File: config.mk
export PLATFORM = sky130hd
export DESIGN_NAME = gcd_engine
export DESIGN_NICKNAME = d
export VERILOG_FILES = /design/src/rtl/gcd_engine.sv
export SDC_FILE = /design/constraint.sdc
export NUM_CORES = 1
export LEC_CHECK = 0
export CAP_MARGIN = 20
export CORE_MARGIN = 2
export CORE_UTILIZATION = 52
export DETAILED_ROUTE_END_ITERATION = 8
export MAX_ROUTING_LAYER = met4
export PLACE_DENSITY = 0.76
export SYNTH_ARGS = -nofsm -noshare
export SYNTH_HDL_FRONTEND = slang
export SYNTH_SLANG_ARGS = --single-unit
export TNS_END_PERCENT = 1
File: constraint.sdc
create_clock -name clk_40mhz -period 2.4 [get_ports clk_40mhz]
set_clock_uncertainty 0.1 [all_clocks]
set_input_delay 0.36 -clock clk_40mhz [delete_from_list [all_inputs] [get_ports clk_40mhz]]
set_output_delay 0.36 -clock clk_40mhz [all_outputs]
set_load 0.01 [all_outputs]
File: src/rtl/gcd_engine.sv
// Binary-GCD (Stein) coprocessor with a start/ready/done handshake.
// Shift-and-subtract datapath only; no divider.
module gcd_engine #(
  parameter int WIDTH  = 6,
  parameter int ITER_W = 8
) (
  input  logic              clk_40mhz,
  input  logic              reset_i,
  input  logic              go_i,
  input  logic [WIDTH-1:0]  x_i,
  input  logic [WIDTH-1:0]  y_i,
  output logic              ready_o,
  output logic              done_o,
  output logic [WIDTH-1:0]  d_o,
  output logic              zero_o,
  output logic [ITER_W-1:0] iter_o
);

  localparam int K_W = $clog2(WIDTH) + 1;

  typedef enum logic [2:0] {
    IDLE  = 3'd0,
    CHECK = 3'd1,
    EVEN  = 3'd2,
    STRIP = 3'd3,
    SUB   = 3'd4,
    DONE  = 3'd5
  } state_t;

  state_t              state_q, state_d;
  logic [WIDTH-1:0]    x_q, x_d;
  logic [WIDTH-1:0]    y_q, y_d;
  logic [K_W-1:0]      k_q, k_d;
  logic [ITER_W-1:0]   it_q, it_d;
  logic [WIDTH-1:0]    res_q, res_d;
  logic                rzero_q, rzero_d;
  logic                done_q;
  logic [WIDTH-1:0]    d_q;
  logic                zero_q;
  logic [ITER_W-1:0]   iter_q;

  function automatic logic [ITER_W-1:0] sat_inc(input logic [ITER_W-1:0] v);
    return (&v) ? v : v + ITER_W'(1);
  endfunction

  always_ff @(posedge clk_40mhz) begin
    if (reset_i) begin
      state_q <= IDLE;
      x_q     <= '0;
      y_q     <= '0;
      k_q     <= '0;
      it_q    <= '0;
      res_q   <= '0;
      rzero_q <= 1'b0;
      done_q  <= 1'b0;
      d_q     <= '0;
      zero_q  <= 1'b0;
      iter_q  <= '0;
    end else begin
      state_q <= state_d;
      x_q     <= x_d;
      y_q     <= y_d;
      k_q     <= k_d;
      it_q    <= it_d;
      res_q   <= res_d;
      rzero_q <= rzero_d;
      // Result registers load as DONE is left, so done_o and d_o change together.
      done_q  <= (state_q == DONE);
      if (state_q == DONE) begin
        d_q    <= res_q;
        zero_q <= rzero_q;
        iter_q <= it_q;
      end
    end
  end

  always_comb begin
    state_d = state_q;
    x_d     = x_q;
    y_d     = y_q;
    k_d     = k_q;
    it_d    = it_q;
    res_d   = res_q;
    rzero_d = rzero_q;
    unique case (state_q)
      IDLE: begin
        if (go_i) begin
          x_d     = x_i;
          y_d     = y_i;
          k_d     = '0;
          it_d    = '0;
          state_d = CHECK;
        end
      end
      CHECK: begin
        if (x_q == '0 && y_q == '0) begin
          res_d   = '0;
          rzero_d = 1'b1;
          state_d = DONE;
        end else if (x_q == '0) begin
          res_d   = y_q;
          rzero_d = 1'b0;
          state_d = DONE;
        end else if (y_q == '0) begin
          res_d   = x_q;
          rzero_d = 1'b0;
          state_d = DONE;
        end else begin
          state_d = EVEN;
        end
      end
      EVEN: begin
        if (!x_q[0] && !y_q[0]) begin
          x_d = x_q >> 1;
          y_d = y_q >> 1;
          k_d = k_q + K_W'(1);
        end else begin
          state_d = STRIP;
        end
      end
      STRIP: begin
        if (!x_q[0])      x_d = x_q >> 1;
        else if (!y_q[0]) y_d = y_q >> 1;
        else              state_d = SUB;
      end
      SUB: begin
        it_d = sat_inc(it_q);
        // Both operands are odd here, so the difference is even and the shift is exact.
        if (x_q == y_q) begin
          res_d   = x_q << k_q;
          rzero_d = 1'b0;
          state_d = DONE;
        end else if (x_q > y_q) begin
          x_d     = (x_q - y_q) >> 1;
          state_d = STRIP;
        end else begin
          y_d     = (y_q - x_q) >> 1;
          state_d = STRIP;
        end
      end
      DONE:    state_d = IDLE;
      default: state_d = IDLE;
    endcase
  end

  assign ready_o = (state_q == IDLE);
  assign done_o  = done_q;
  assign d_o     = d_q;
  assign zero_o  = zero_q;
  assign iter_o  = iter_q;

endmodule
==> results of run 1 <==
==> how the worst min path moves through the flow <==
stage	depth (start not counted)	to	slack [ns]	from
detailed placement	2	d_o[2]$_SDFFE_PP0P_	0.34	res_q[2]$_SDFFE_PP0P_
global placement	2	d_o[4]$_SDFFE_PP0P_	0.34	res_q[4]$_SDFFE_PP0P_
finish	2	d_o[5]$_SDFFE_PP0P_	0.36	res_q[5]$_SDFFE_PP0P_
global route	2	iter_o[0]$_SDFFE_PP0P_	0.38	iter_o[0]$_SDFFE_PP0P_
CTS	2	d_o[2]$_SDFFE_PP0P_	0.36	res_q[2]$_SDFFE_PP0P_
floorplan	2	d_o[0]$_SDFFE_PP0P_	0.33	res_q[0]$_SDFFE_PP0P_
==> registers in the layout (all words and copies together) (netlist names) <==
signal	count
d_o	6
it_q	8
iter_o	8
k_q	4
x_q	6
zero_o	1
rzero_q	1
res_q	6
done_o	1
state_q	3
y_q	6
==> cell usage after synthesis (4+ instances only) <==
library cell	count	area (µm²)
nand2_1	53	198.9
clkbuf_1	21	78.83
nand3_1	17	85.08
a31oi_1	8	50.05
ha_1	14	175.2
o21a_1	4	30.03
nor2b_1	6	37.54
dfxtp_1	50	1001
or3_1	6	37.54
mux2i_1	6	60.06
a221oi_1	4	35.03
a21o_1	6	45.04
nand2b_1	6	37.54
nor3_1	17	85.08
o211ai_1	4	30.03
a211oi_1	9	67.56
o21ai_0	18	90.09
nor4_1	4	25.02
o31a_1	5	43.79
nor2_1	29	108.9
a21oi_1	49	245.2
nand4_1	4	25.02
inv_1	20	75.07
buf_2	6	30.03
xnor2_1	8	70.07
==> power by group through the flow <==
stage | combinational, mW | clock, mW | sequential, mW
after floorplan | 1.94 | 0 | 1.13
final | 2.83 | 0.633 | 1.09
after CTS | 2.74 | 0.639 | 1.09
after global routing | 3.10 | 0.667 | 1.11
after global placement | 2.70 | 0 | 1.10
after detailed placement | 2.72 | 0 | 1.11
==> cells by family (layout without fill, tap and decap cells) <==
| kind of cell | count (synthesis) | after routing | share of synthesized area (%) |
|---|---|---|---|
| buffers and inverters | 55 | 94 | 7.399 |
| AND/OR/NAND/NOR | 162 | 162 | 23.66 |
| flip-flops | 50 | 50 | 29.90 |
| adder cells (fa/ha/maj) | 16 | 16 | 6.428 |
| XOR/XNOR | 11 | 11 | 2.878 |
| AO/OA/AOI/OAI | 133 | 133 | 26.27 |
| multiplexers | 9 | 9 | 3.475 |
==> what timing repair did <==
| action | CTS | global route |
|---|---|---|
| resized for setup | 0 | 3 |
| endpoints found under the setup margin | 0 | 5 |
| setup buffers | 0 | 1 |
==> worst max-delay path, cell delays in order, from the launching register on <==
cell     delay (ns)
dfxtp_1        0.37
inv_1          0.06
ha_1           0.29
nand3_1        0.14
or3_4          0.37
or2_1          0.33
and2_4         0.23
o31a_1         0.29
==> routing by layer <==
layer  routed length [µm]  global-route usage, %
met5                    0                      -
met1                 3948                  33.78
met2                 4324                  43.07
met4                  199                  9.384
met3                  621                  4.425
==> area by class of cell <==
type | count | share of cell area [%]
multi-input combinational | 331 | 52.83
tap | 77 | 2.404
clock buffer | 5 | 1.717
inverter | 20 | 1.873
clock inverter | 3 | 1.186
sequential | 50 | 25.07
timing repair buffer | 66 | 14.92
==> per-stage QoR <==
step	std cells	hold slack [ns]	instance area (µm²)	setup WS, ns	power (mW)
finish	552	0.3576	4008	0.09727	4.551
global route	552	0.3777	4008	0.005554	4.886
CTS	551	0.3586	3988	0.03603	4.470
detailed placement	543	0.3446	3871	0.06931	3.831
global placement	543	0.3369	3871	0.08670	3.803
floorplan	436	0.3319	3361	0.01293	3.063
==> impl_results.md, run 1 <==
* DRT iter0 DRCs at 286
* Number of H-tree levels at 2
* Largest net degree at the start of global routing at 48
* Routability congestion estimate from global placement at around 0.91
* All-layer global routing usage at around a quarter
* Clock power frac at 13.9%
* Proportion of layout cells with a drive suffix above 1 at between 10% and 20%
* Port buffer count at 31
* CP Data Arrival Time at about 2.4 ns
* Reg2reg setup slack at roughly 0.1 ns
* Critical-path maximum fanout at 8
* Cell Int Power at about 2.5 mW
* Core Rows at 29
* Slew HR at about 57%
* Final setup viols at 0
* Syn_area_per_cell at roughly 7.7 µm²
* Initial core utilization at a little over half
* Reg2Reg Depth at 7
* Drt via density at between 6 and 7
* Async SR Flop Fraction at 0%
* Fin. Hold Viols at 0
* Crit path time final at about 2.3 ns
* I/O pin count at 32
* CTS tree: done
* Via count at approximately 3.3k
* Comb power frac at approximately 62%
* Fmax at approximately 430 MHz
* Core Region at ~6300 µm²
* Most frequent cells in the layout: 53 x nand2_1, 49 x a21oi_1, 47 x dfxtp_1
* Filler cell count at 588
* Post-DRT Antenna Nets at 0
* Hold Buf Count CTS at 0
* Post-Synthesis Cells at 436
* Vert. Die Dim at around 84 µm
* Outcome: finished clean
* Clock buffer depth at 2
* Mapped Area at approximately 3300 µm²
* CTS root buf: clkbuf_8
* Worst Path Required at between 2 and 3 ns
* MaxCap Viol Count at 0
* Layout Utilization at roughly 64%
* Chip width at ~84 µm
* Post-DP HPWL at between 6 and 7 mm
* Clk_lat worst skew at ~0.31 ns
* YS warnings at 0
* Most common cell after layout, fill and taps aside: nand2_1
* Power density over cell area at roughly 1100 nW/µm²
* Seq cells post-synth at 50
* Initial antenna violation count at 0
* TritonCTS Buffers at 5
* WL per Instance at about 16 µm
* Ant. Diodes at 0
* Drt first pass iters at 4
* Hold Crit Class: reg2reg
* RSZ-0062 raised after global routing: false
* Count of nets after finishing at 505
* Leak pwr at about 1.4 nW
* Area occupied by multi-input gates at around 2100 µm²
* EDFF count, synth at 0
* Sw frac at 44.65%
* CP Capture Type: register
* Sequential share of the synthesized area at between 20% and 30%
* Sequential power share at between 20% and 30%
* Final WL at a little over 9 mm
* Setup Crit Path Kind: reg2reg
* Critical Path Sink: res_q[5]$_SDFFE_PP0P_
* CTS Sinks at 50
* R2R Path End: res_q[5]$_SDFFE_PP0P_
* Area Growth Syn to Fin at 19.69%
* Slew @ Worst Pin at between 0.6 and 0.7 ns
* Worst r2r src: y_q[5]$_SDFFE_PP0P_
* Clk slew on worst S/H paths at around 0.11 ns
* Drc violations at 0
* Crit path from: y_q[5]$_SDFFE_PP0P_
* Peak supply drop at around 0.74 mV
* Psw at 2.032 mW
* Primary FF master, synth: dfxtp_1
* Fin crit share at a little over nine tenths
* Setup TNS at 0 ns
* Gr ovfl total at 0
* Register area at around 1000 µm²
* Distinct cells, synth at 58
* Max-slew violations at 0
* First-pass GRT wire length at around 15 mm
* Syn Nets at roughly 470
* Vias in the first global route at about 3.1k
* Setup crit start kind: register
* DIE AREA at just over 7000 µm²
No activity file was read; power rests on OpenSTA's default activity.
==> inputs of run 2 (changes only) <==
Settings changed: CORE_UTILIZATION 52 to 54, CTS_BUF_LIST set to sky130_fd_sc_hd__clkbuf_8, PLACE_DENSITY 0.76 to 0.79.
==> impl_results.md, run 2 (synthesized netlist as in run 1, its figures left out) <==
* RSZ-0062 raised after global routing: false
* Clk_lat worst skew at 0.32 ns (about the same)
* Clk slew on worst S/H paths at 0.10 ns (about the same)
* CTS tree: done
* Fmax at 432.8 MHz (-0.34%)
* CP Data Arrival Time at 2.42 ns (+0.02 ns)
* Hold Crit Class: reg2reg
* Gr ovfl total at 0 (unchanged)
* Power Total at 4.560 mW (+0.20%)
* Port buffer count at 31 (unchanged)
* Ant. Diodes at 0 (unchanged)
* DIE AREA at 6846 µm² (-3.5%)
* Initial antenna violation count at 0 (unchanged)
* Setup crit start kind: register
* Largest net degree at the start of global routing at 30 (-38%)
* Worst r2r src: y_q[0]$_SDFFE_PP0P_
* Slew HR at 57.20% (-0.080 points)
* MaxCap Viol Count at 0 (unchanged)
* Count of nets after finishing at 510 (+0.99%)
* Setup Crit Path Kind: reg2reg
* Final setup viols at 0 (unchanged)
* TritonCTS Buffers at 5 (unchanged)
* Most common cell after layout, fill and taps aside: nand2_1
* Outcome: finished clean
* Number of H-tree levels at 2 (unchanged)
* Post-DRT Antenna Nets at 0 (unchanged)
* Vert. Die Dim at 82.74 µm (-1.8%)
* CTS Sinks at 50 (unchanged)
* Routability congestion estimate from global placement at 0.9396 (+3.1%)
* Core Region at 5956 µm² (-5.1%)
* CTS root buf: clkbuf_8
* Critical Path Sink: res_q[1]$_SDFFE_PP0P_
* Fin crit share at 96.28% (+0.33 points)
* I/O pin count at 32 (unchanged)
* Fin. Hold Viols at 0 (unchanged)
* Slew @ Worst Pin at 0.6402 ns (+0.001198 ns)
* Drt via density at 6.137 (+1.3%)
* Chip width at 82.74 µm (-1.8%)
* Hold Buf Count CTS at 0 (unchanged)
* Design area at 4020 µm² (+0.31%)
* First-pass GRT wire length at 14.99 mm (about the same)
* Core Rows at 28 (-3.4%)
* Vias in the first global route at 3133 (+1.7%)
* Filler cell count at 500 (-15%)
* Max-slew violations at 0 (unchanged)
* Reg2reg setup slack at 0.09 ns (about the same)
* Post-DP HPWL at 6.959 mm (+3.3%)
* Critical-path maximum fanout at 6 (-2)
* R2R Path End: res_q[1]$_SDFFE_PP0P_
* Peak supply drop at 0.7203 mV (-2.8%)
* Final Non-Filler Cells at 555 (+0.54%)
* Area Growth Syn to Fin at 20.07%
* Drc violations at 0 (unchanged)
* Area post-placement at 3889 µm² (+0.45%)
* All-layer global routing usage at 30.09% (+3.4 points)
* Crit path time final at 2.311 ns (+0.007890 ns)
* Power density over cell area at 1134 nW/µm² (-0.11%)
* Drt first pass iters at 4 (unchanged)
* Initial core utilization at 56.22% (+2.9 points)
* CP Capture Type: register
* Crit path from: y_q[0]$_SDFFE_PP0P_
* Dpl cells at 547 (+0.74%)
* WL per Instance at 16.73 µm (+1.6%)
* Most frequent cells in the layout: 53 x nand2_1, 49 x a21oi_1, 47 x dfxtp_1
* Setup TNS at 0 ns (unchanged)
* Clock buffer depth at 2 (unchanged)
* Reg2Reg Depth at 7 (unchanged)
* Final WL at 9.286 mm (+2.1%)
* Via count at 3406 (+1.9%)
* Worst Path Required at 2.50 ns (about the same)
* Layout Utilization at 67.50% (+3.7 points)
* Proportion of layout cells with a drive suffix above 1 at 14.79% (+0.90 points)
* DRT iter0 DRCs at 163 (-43%)
* Leak pwr at 1.448 nW (+0.88%)
-- run 2: cell types whose count changed in the layout (fill, tap and decap cells not counted), sizes merged --
cell	previous run	this run
buf	35	40
-- run 2: final cells by class --
class	count	area, µm²	share of cell area, %
Clock buffer	5	68.82	1.712
Clock inverter	3	47.55	1.183
Inverter	20	75.07	1.867
Multi-Input combinational cell	331	2120	52.72
Sequential cell	50	1005	24.99
Tap cell	75	93.84	2.334
Timing Repair Buffer	71	610.6	15.19
-- run 2: worst min-delay path by stage --
stage / slack (ns) / end / cells after the start / startpoint
CTS: 0.36 / d_o[1]$_SDFFE_PP0P_ / 2 / res_q[1]$_SDFFE_PP0P_
detailed placement: 0.34 / d_o[1]$_SDFFE_PP0P_ / 2 / res_q[1]$_SDFFE_PP0P_
floorplan: 0.33 / d_o[0]$_SDFFE_PP0P_ / 2 / res_q[0]$_SDFFE_PP0P_
global route: 0.38 / d_o[0]$_SDFFE_PP0P_ / 2 / res_q[0]$_SDFFE_PP0P_
global placement: 0.34 / d_o[1]$_SDFFE_PP0P_ / 2 / res_q[1]$_SDFFE_PP0P_
finish: 0.36 / iter_o[1]$_SDFFE_PP0P_ / 2 / iter_o[1]$_SDFFE_PP0P_
-- run 2: metal layers --
metal | wire (µm) | global-route usage (%) | up-vias
met5 | 0 | - | -
met4 | 354 | 12.46 | 0
met3 | 567 | 6.196 | 37
met2 | 4465 | 48.87 | 142
met1 | 3898 | 36.41 | 1578
li1 | - | - | 1649
-- run 2: where the power goes --
part           internal [mW]  switching [mW]  total, mW
registers              0.986           0.130       1.12
logic                   1.23            1.58       2.81
clock network          0.316           0.317      0.633
-- run 2: worst max-delay path: stages (launching register included) --
cell and delay, ns:
dfxtp_1 0.42, inv_1 0.10, ha_1 0.30, or3_4 0.41, or2_1 0.30, buf_4 0.19, a22oi_1 0.28, a221oi_2 0.10
-- run 2: repair_timing --
item                                    CTS  global route
buffers inserted                          0             0
resized for setup                         0             4
endpoints found under the setup margin    0             4
-- run 2: through the flow --
step,hold slack [ns],worst slack [ns]
CTS,0.3587,0.01888
global placement,0.3380,0.1203
floorplan,0.3319,0.01293
finish,0.3567,0.08938
global route,0.3768,0.01623
detailed placement,0.3436,0.04466
==> inputs of run 3 (changes only) <==
Settings changed: ABC_AREA set to 1, CORE_MARGIN 2 to unset.
==> impl_results.md, run 3 <==
* MaxCap Viol Count at 0 (unchanged)
* Area Growth Syn to Fin at 14.18%
* Gr ovfl total at 0 (unchanged)
* Design area at 3747 µm² (-6.8%)
* Fmax at 454.1 MHz (+4.9%)
* Fin worst setup slack at 0.1979 ns (+0.1085 ns)
* Sequential share of the synthesized area at 30.50% (+0.60 points)
* CTS tree: done
* Clk_lat worst skew at 0.31 ns (about the same)
* Yosys top cell by area: dfxtp_1
* Leak pwr at 1.591 nW (+9.9%)
* Setup TNS at 0 ns (unchanged)
* RSZ-0062 raised after global routing: false
* Power Total at 4.395 mW (-3.6%)
* YS warnings at 0 (unchanged)
* DRT iter0 DRCs at 235 (+44%)
* Fin crit share at 91.75% (-4.5 points)
* Area post-placement at 3635 µm² (-6.5%)
* Syn_area_per_cell at 6.617 µm² (-14%)
* Top-area cell type share of the netlist area at 30.50% (+0.60 points)
* Critical-path maximum fanout at 9 (+3)
* Final Non-Filler Cells at 600 (+8.1%)
* Slew HR at 65.24% (+8.0 points)
* Distinct cells, synth at 34 (-41%)
* Port buffer count at 31 (unchanged)
* Initial core utilization at 55.76% (-0.46 points)
* Vias in the first global route at 3082 (-1.6%)
* Outcome: finished clean
* Hold Crit Class: reg2reg
* Layout Utilization at 63.67% (-3.8 points)
* Setup crit start kind: register
* Setup Crit Path Kind: reg2reg
* Syn Nets at 527 (+13%)
* Fin. Hold Viols at 0 (unchanged)
* All-layer global routing usage at 28.24% (-1.8 points)
* WL per Instance at 13.61 µm (-19%)
* Async SR Flop Fraction at 0% (unchanged)
* Clk slew on worst S/H paths at 0.09 ns (about the same)
* Proportion of layout cells with a drive suffix above 1 at 10.29% (-4.5 points)
* Peak supply drop at 0.7741 mV (+7.5%)
* Drt via density at 5.570 (-9.2%)
* Met3 wire len at 465 µm (-18%)
* Pre-CTS setup slack at 0.1939 ns (+0.1492 ns)
* CTS root buf: clkbuf_8
* Count leader, synth: nand2_1
* Crit path max-delay family: adder cells
* Most frequent cells in the layout: 116 x nand2_1, 52 x nor2_1, 50 x dfxtp_1
* Top cells by area, synth: dfxtp_1 30%, nand2_1 13%, a21oi_1 7.5%, nand3_1 7.5%, nor2_1 5.9%
* Number of H-tree levels at 2 (unchanged)
* Post-Synthesis Cells at 496 (+14%)
* Hold Buf Count CTS at 0 (unchanged)
* Drt first pass iters at 5 (+1)
* Worst path cell trace: inv_2 -> ha_1 -> fa_1 -> inv_1 -> nand3_1 -> nand3_1 -> nand2_1 -> nand3_4 -> nand2_1 -> nand2_1 -> nor2_1
* Most used cell, CP: nand2_1
* Clock buffer depth at 2 (unchanged)
* Routability congestion estimate from global placement at 0.9484 (+0.94%)
* Count of nets after finishing at 556 (+9.0%)
* Met2 WL post-DR at 3.760 mm (-16%)
* Vert. Die Dim at 79.96 µm (-3.4%)
* Via count at 3342 (-1.9%)
* I/O pin count at 32 (unchanged)
* Primary FF master, synth: dfxtp_1
* Post-DRT Antenna Nets at 0 (unchanged)
* Slew @ Worst Pin at 0.5174 ns (-0.1228 ns)
* Seq cells post-synth at 50 (unchanged)
* Chip width at 79.96 µm (-3.4%)
* Final WL at 8.165 mm (-12%)
* Min Hold Slack at 0.3628 ns (+0.006010 ns)
* Critical path's slowest cell: dfxtp_1
* Final setup viols at 0 (unchanged)
* CP Data Arrival Time at 2.31 ns (-0.11 ns)
* Wire length on met1 at 3.791 mm (-2.7%)
* Initial antenna violation count at 0 (unchanged)
* Crit path time final at 2.202 ns (-0.1085 ns)
* Dpl cells at 593 (+8.4%)
* First-pass GRT wire length at 13.91 mm (-7.2%)
* CP Capture Type: register
* Max-slew violations at 0 (unchanged)
* Largest net degree at the start of global routing at 28 (-6.7%)
* Most common cell after layout, fill and taps aside: nand2_1
* EDFF count, synth at 0 (unchanged)
* TritonCTS Buffers at 5 (unchanged)
* Post-DP HPWL at 6.281 mm (-9.7%)
* Core Region at 5886 µm² (-1.2%)
* Drc violations at 0 (unchanged)
* Core Rows at 28 (unchanged)
* Critical path buffer and inverter count at 2 (unchanged)
* DIE AREA at 6394 µm² (-6.6%)
* Ant. Diodes at 0 (unchanged)
* Worst Path Required at 2.50 ns (about the same)
* Synth top cells by count: 116 x nand2_1, 52 x nor2_1, 50 x dfxtp_1
* Power density over cell area at 1173 nW/µm² (+3.4%)
* CTS Sinks at 50 (unchanged)
* Highest routed layer: met4
* Max stage delay on crit path at 0.45 ns (+0.03 ns)
* Mapped Area at 3282 µm² (-2.0%)
run 3: cell count changes in the layout (fill, tap and decap cells not counted), sizes merged, moves of 7 or more:
cell / delta
nor3: -10
inv: +37
nand4: +7
nand2: +74
a211oi: -10
a221oi: -7
nand3: +36
nor2: +29
xnor2: -8
buf: -35
o21ai: +20
run 3: worst paths after layout:
check        cells past startpoint              startpoint  slack [ns]                endpoint
max reg2reg                     11     x_q[0]$_SDFFE_PP0P_        0.20     y_q[3]$_SDFFE_PP0P_
min reg2reg                      2  iter_o[5]$_SDFFE_PP0P_        0.36  iter_o[5]$_SDFFE_PP0P_
max                             11     x_q[0]$_SDFFE_PP0P_        0.20     y_q[3]$_SDFFE_PP0P_
min                              2  iter_o[5]$_SDFFE_PP0P_        0.36  iter_o[5]$_SDFFE_PP0P_
run 3: final cells by class:
cell class	count	area, µm²
multi-input combinational	373	1968
clock inverter	1	30.03
sequential	50	1001
inverter	59	224.0
fill	538	2138
timing repair buffer	36	347.8
clock buffer	6	82.58
tap	75	93.84
run 3: worst reg2reg max path, delay by kind of cell, from the launching register on:
family | cells | cell delay (ns)
and+or+nand+nor | 7 | 0.65
buffers and inverters | 2 | 0.22
DFF | 1 | 0.45
adders and majority gates | 2 | 0.68
run 3: repair_timing:
item | in CTS | in global routing
resized for setup | 0 | 1
hold endpoints to repair | 0 | 0
buffers inserted | 0 | 0
setup endpoints to repair | 0 | 4
run 3: cell families after synthesis:
group           count (synthesis)  share of synthesized area [%]
compound gates                 96                          15.40
fa+ha+maj                      16                          6.557
flops                          50                          30.50
buf+inv                        73                          9.531
simple gates                  261                          38.01
run 3: routing by layer:
metal / vias up / GRT usage [%]
li1: 1679 / -
met1: 1547 / 36.24
met2: 100 / 44.53
met3: 16 / 4.914
met4: 0 / 10.18
met5: - / -
run 3: power by group:
part           total (mW)  internal, mW  switching [mW]
registers            1.22          1.00           0.215
clock network       0.611         0.334           0.277
logic                2.57         0.851            1.72
total                4.40          2.19            2.21
==> RTL change 1, RTL diff (flow settings as in run 3) <==
Make the reset (`reset_i`) asynchronous in one clocked block.
--- a/src/rtl/gcd_engine.sv
+++ b/src/rtl/gcd_engine.sv
@@ -43,7 +43,7 @@
     return (&v) ? v : v + ITER_W'(1);
   endfunction
 
-  always_ff @(posedge clk_40mhz) begin
+  always_ff @(posedge clk_40mhz or posedge reset_i) begin
     if (reset_i) begin
       state_q <= IDLE;
       x_q     <= '0;
Behaviour: differs if reset_i is asserted again (counterexample within 4 cycles, from zero or initial values and one cycle with reset_i high); with reset_i held inactive, the same outputs for 10 cycles.
==> RTL change 1 against run 3 <==
Via count shrank 7.6%. Count of clock-buffer cells in the layout fell by 1. Wire length grew 0.40%. Area after synthesis down 1.8%. Worst setup slack got worse by 17 ps. Total power grew 18%. Sequential share of layout area grew 6.2 points. Final cell count fell by 7.2%. Sequential cell count unchanged. Core utilization rose by 3.7 points. Hold slack got worse by 41 ps. Cell area increased by 1.4%.
==> RTL change 1: results (changes against run 3) <==
.. list-table::
   :header-rows: 1

   * - Metric
     - Value
   * - Status
     - finished, final reports clean
   * - Average detailed-routed wire length per instance
     - 14.7 µm (+8.2%)
   * - Total nets after synthesis
     - 475 (-9.9%)
   * - Main flop type after synthesis
     - dfrtp_1
   * - Fraction of final layout cells sized beyond drive strength 1
     - 8.45% (-1.8 points)
   * - Top post-synthesis cells by area
     - dfrtp_1 (39%), nand2_1 (17%), o21ai_0 (6.2%), inv_1 (5.8%), ha_1 (5.4%)
   * - Fraction of synthesized cell area in xor and xnor cells
     - 0.816% (+0.82 points)
   * - Number of combinational gates with multiple inputs
     - 332 (-11%)
   * - Termination of the worst setup path
     - ready_o
   * - Total of clock buffers placed in the layout
     - 5 (-1)
   * - Estimated wirelength of the detail-placed design
     - 6290 µm (+0.14%)
   * - Commonest cells in the synthesized netlist
     - nand2_1 (143), dfrtp_1 (50), inv_1 (50)
   * - Largest incremental delay on the critical path
     - 570 ps (+120 ps)
   * - Max FO, Critical Path
     - 5 (-4)
   * - Critical R2R Launch
     - y_q[0]$_DFFE_PP0P_
   * - Worst setup path start
     - state_q[1]$_DFFE_PP0P_
   * - Global-route wire length before repair
     - 14,100 µm (+1.7%)
   * - Final-layout clock-cell area share
     - 3.62% (+0.62 points)
   * - Post-place setup slack
     - 181 ps (-12.7 ps)
   * - Overall track demand over capacity in global routing
     - 30.0% (+1.8 points)
   * - Async set-or-reset flop fraction in the synthesized netlist
     - 100% (+100 points)
   * - Time the final worst path needs with I/O delays and setup
     - 2220 ps (+16.9 ps)
   * - Count of inverters not on the clock network in the layout
     - 54 (-8.5%)
   * - Via count of the first global-routing pass
     - 2,956 (-4.1%)
   * - Fill count
     - 491 (-8.7%)
   * - Data arrival at the endpoint of the critical path
     - 1760 ps (-550 ps)
   * - Routability cong.
     - 0.974 (+2.7%)
   * - Worst r2r dst
     - x_q[1]$_DFFE_PP0P_
   * - Non-clk bufs
     - 41 (+14%)
   * - DRT iter0 DRCs
     - 163 (-31%)
[RTL change 1: stage by stage]
| stage | cells | utilization [%] | cell area [µm²] | hold slack, ps |
|---|---|---|---|---|
| after floorplan | 444 | - | 3220 | 350 |
| after global placement | 549 | 64.4 | 3640 | 355 |
| after detailed placement | 549 | 64.4 | 3640 | 366 |
| after CTS | 557 | 66.9 | 3770 | 332 |
| after global routing | 557 | 67.4 | 3800 | 365 |
| final | 557 | 67.4 | 3800 | 322 |
[RTL change 1: metal layers]
metal	wire length [µm]	GRT usage, %	up-vias
met5	0	-	-
met4	287	12.7	0
met3	379	4.14	23
met2	3970	50.8	96
met1	3560	35.9	1446
li1	-	-	1523
[RTL change 1: where the power goes]
part | internal, mW | switching [mW]
logic | 1.11 | 1.93
clock network | 0.417 | 0.287
registers | 1.14 | 0.298
total | 2.67 | 2.51
[RTL change 1: worst min-delay path, stage by stage]
cell	delay, ps
clkdlybuf4s50_1	410
inv_2	60
buf_4	300
==> RTL change 2, RTL diff (config.mk and constraints of run 3) <==
Without the edit above. Set the parameter `ITER_W` to 12 (it was 8).
--- a/src/rtl/gcd_engine.sv
+++ b/src/rtl/gcd_engine.sv
@@ -2,7 +2,7 @@
 // Shift-and-subtract datapath only; no divider.
 module gcd_engine #(
   parameter int WIDTH  = 6,
-  parameter int ITER_W = 8
+  parameter int ITER_W = 12
 ) (
   input  logic              clk_40mhz,
   input  logic              reset_i,
Interface: changed (resized iter_o); port bits go from 32 to 36. The function was not compared with the original's and may differ.
==> RTL change 2 against run 3 <==
The flow now finishes with violations (DRC). Global-route usage is 0.84 points higher. Synthesized cell count up 13%. Hold slack got worse by 23 ps. Highest routed layer unchanged. Largest cell class unchanged. First-iteration DRC count is 4.7% higher. Largest power group unchanged. Area after synthesis increased by 12%. Total power rose by 21%. Cell area is 14% higher. Sequential share of layout area increased by 0.40 points. Critical path depth fell by 1. Sequential cell count increased by 8. Wire length grew 13%. Final cell count up 13%. Worst setup slack is essentially flat.
==> RTL change 2: results (changes against run 3) <==
.. list-table::
   :header-rows: 1

   * - Metric
     - Value
   * - Max FO, Critical Path
     - 10 (+1)
   * - Global-route wire length before repair
     - 16,100 µm (+16%)
   * - Fraction of synthesized cell area in xor and xnor cells
     - 0.238% (+0.24 points)
   * - Proportion of synthesized chip area in sequential cells
     - 31.6% (+1.1 points)
   * - Overall track demand over capacity in global routing
     - 29.1% (+0.84 points)
   * - Clock-pin slew of the registers on the worst-case setup and hold paths
     - 60 ps (-30 ps)
   * - Slew of the pin with the lowest slew margin
     - 513 ps (-4.64 ps)
   * - Via count of the first global-routing pass
     - 3,393 (+10%)
   * - Met1 track utilization from global routing
     - 39.7% (+3.4 points)
   * - Seq area share
     - 27.1% (+0.40 points)
   * - Clock latency on the worst-skew pair
     - 340 ps (+30 ps)
   * - Number of different library cells in the post-synthesis netlist
     - 39 (+15%)
   * - DRT iter0 DRCs
     - 246 (+4.7%)
   * - Violated checks
     - DRC
   * - Remaining DRCs
     - 2 (+2)
   * - Routed WL
     - 9230 µm (+13%)
   * - Final-layout clock-cell area share
     - 5.11% (+2.1 points)
   * - Total nets after synthesis
     - 590 (+12%)
   * - Status
     - finished, violations left
   * - Placement Cell Area
     - 0.00407 mm² (+12%)
   * - Total of clock buffers placed in the layout
     - 10 (+4)
   * - WL met2
     - 4060 µm (+7.9%)
   * - M1 WL
     - 4410 µm (+16%)
   * - # port buffers
     - 35 (+13%)
   * - Worst-case reg-to-reg path depth
     - 10 (-1)
   * - Non-clk bufs
     - 42 (+17%)
   * - Vias after detailed routing
     - 3,695 (+11%)
   * - Met2 global-route usage
     - 43.8% (-0.78 points)
-- RTL change 2: cell count changes after synthesis, sizes merged, moves of 6 or more --
cell | before | now
nor2 | 58 | 73
inv | 58 | 76
nand2 | 127 | 139
o21ai | 39 | 47
dfxtp | 50 | 58
nand3 | 53 | 47
-- RTL change 2: path summary, 6_finish.rpt --
check,from,to,slack [ps]
setup reg to reg,x_q[4]$_SDFFE_PP0P_,y_q[3]$_SDFFE_PP0P_,200
hold / removal,d_o[4]$_SDFFE_PP0P_,d_o[4]$_SDFFE_PP0P_,340
setup / recovery,x_q[4]$_SDFFE_PP0P_,y_q[3]$_SDFFE_PP0P_,200
hold reg to reg,d_o[4]$_SDFFE_PP0P_,d_o[4]$_SDFFE_PP0P_,340
-- RTL change 2: power by group --
group	total [mW]	internal [mW]	leakage [nW]	switching (mW)
logic	2.93	0.984	1.21	1.95
clock network	1.00	0.605	0.113	0.397
registers	1.40	1.17	0.472	0.226
total	5.33	2.76	1.79	2.57
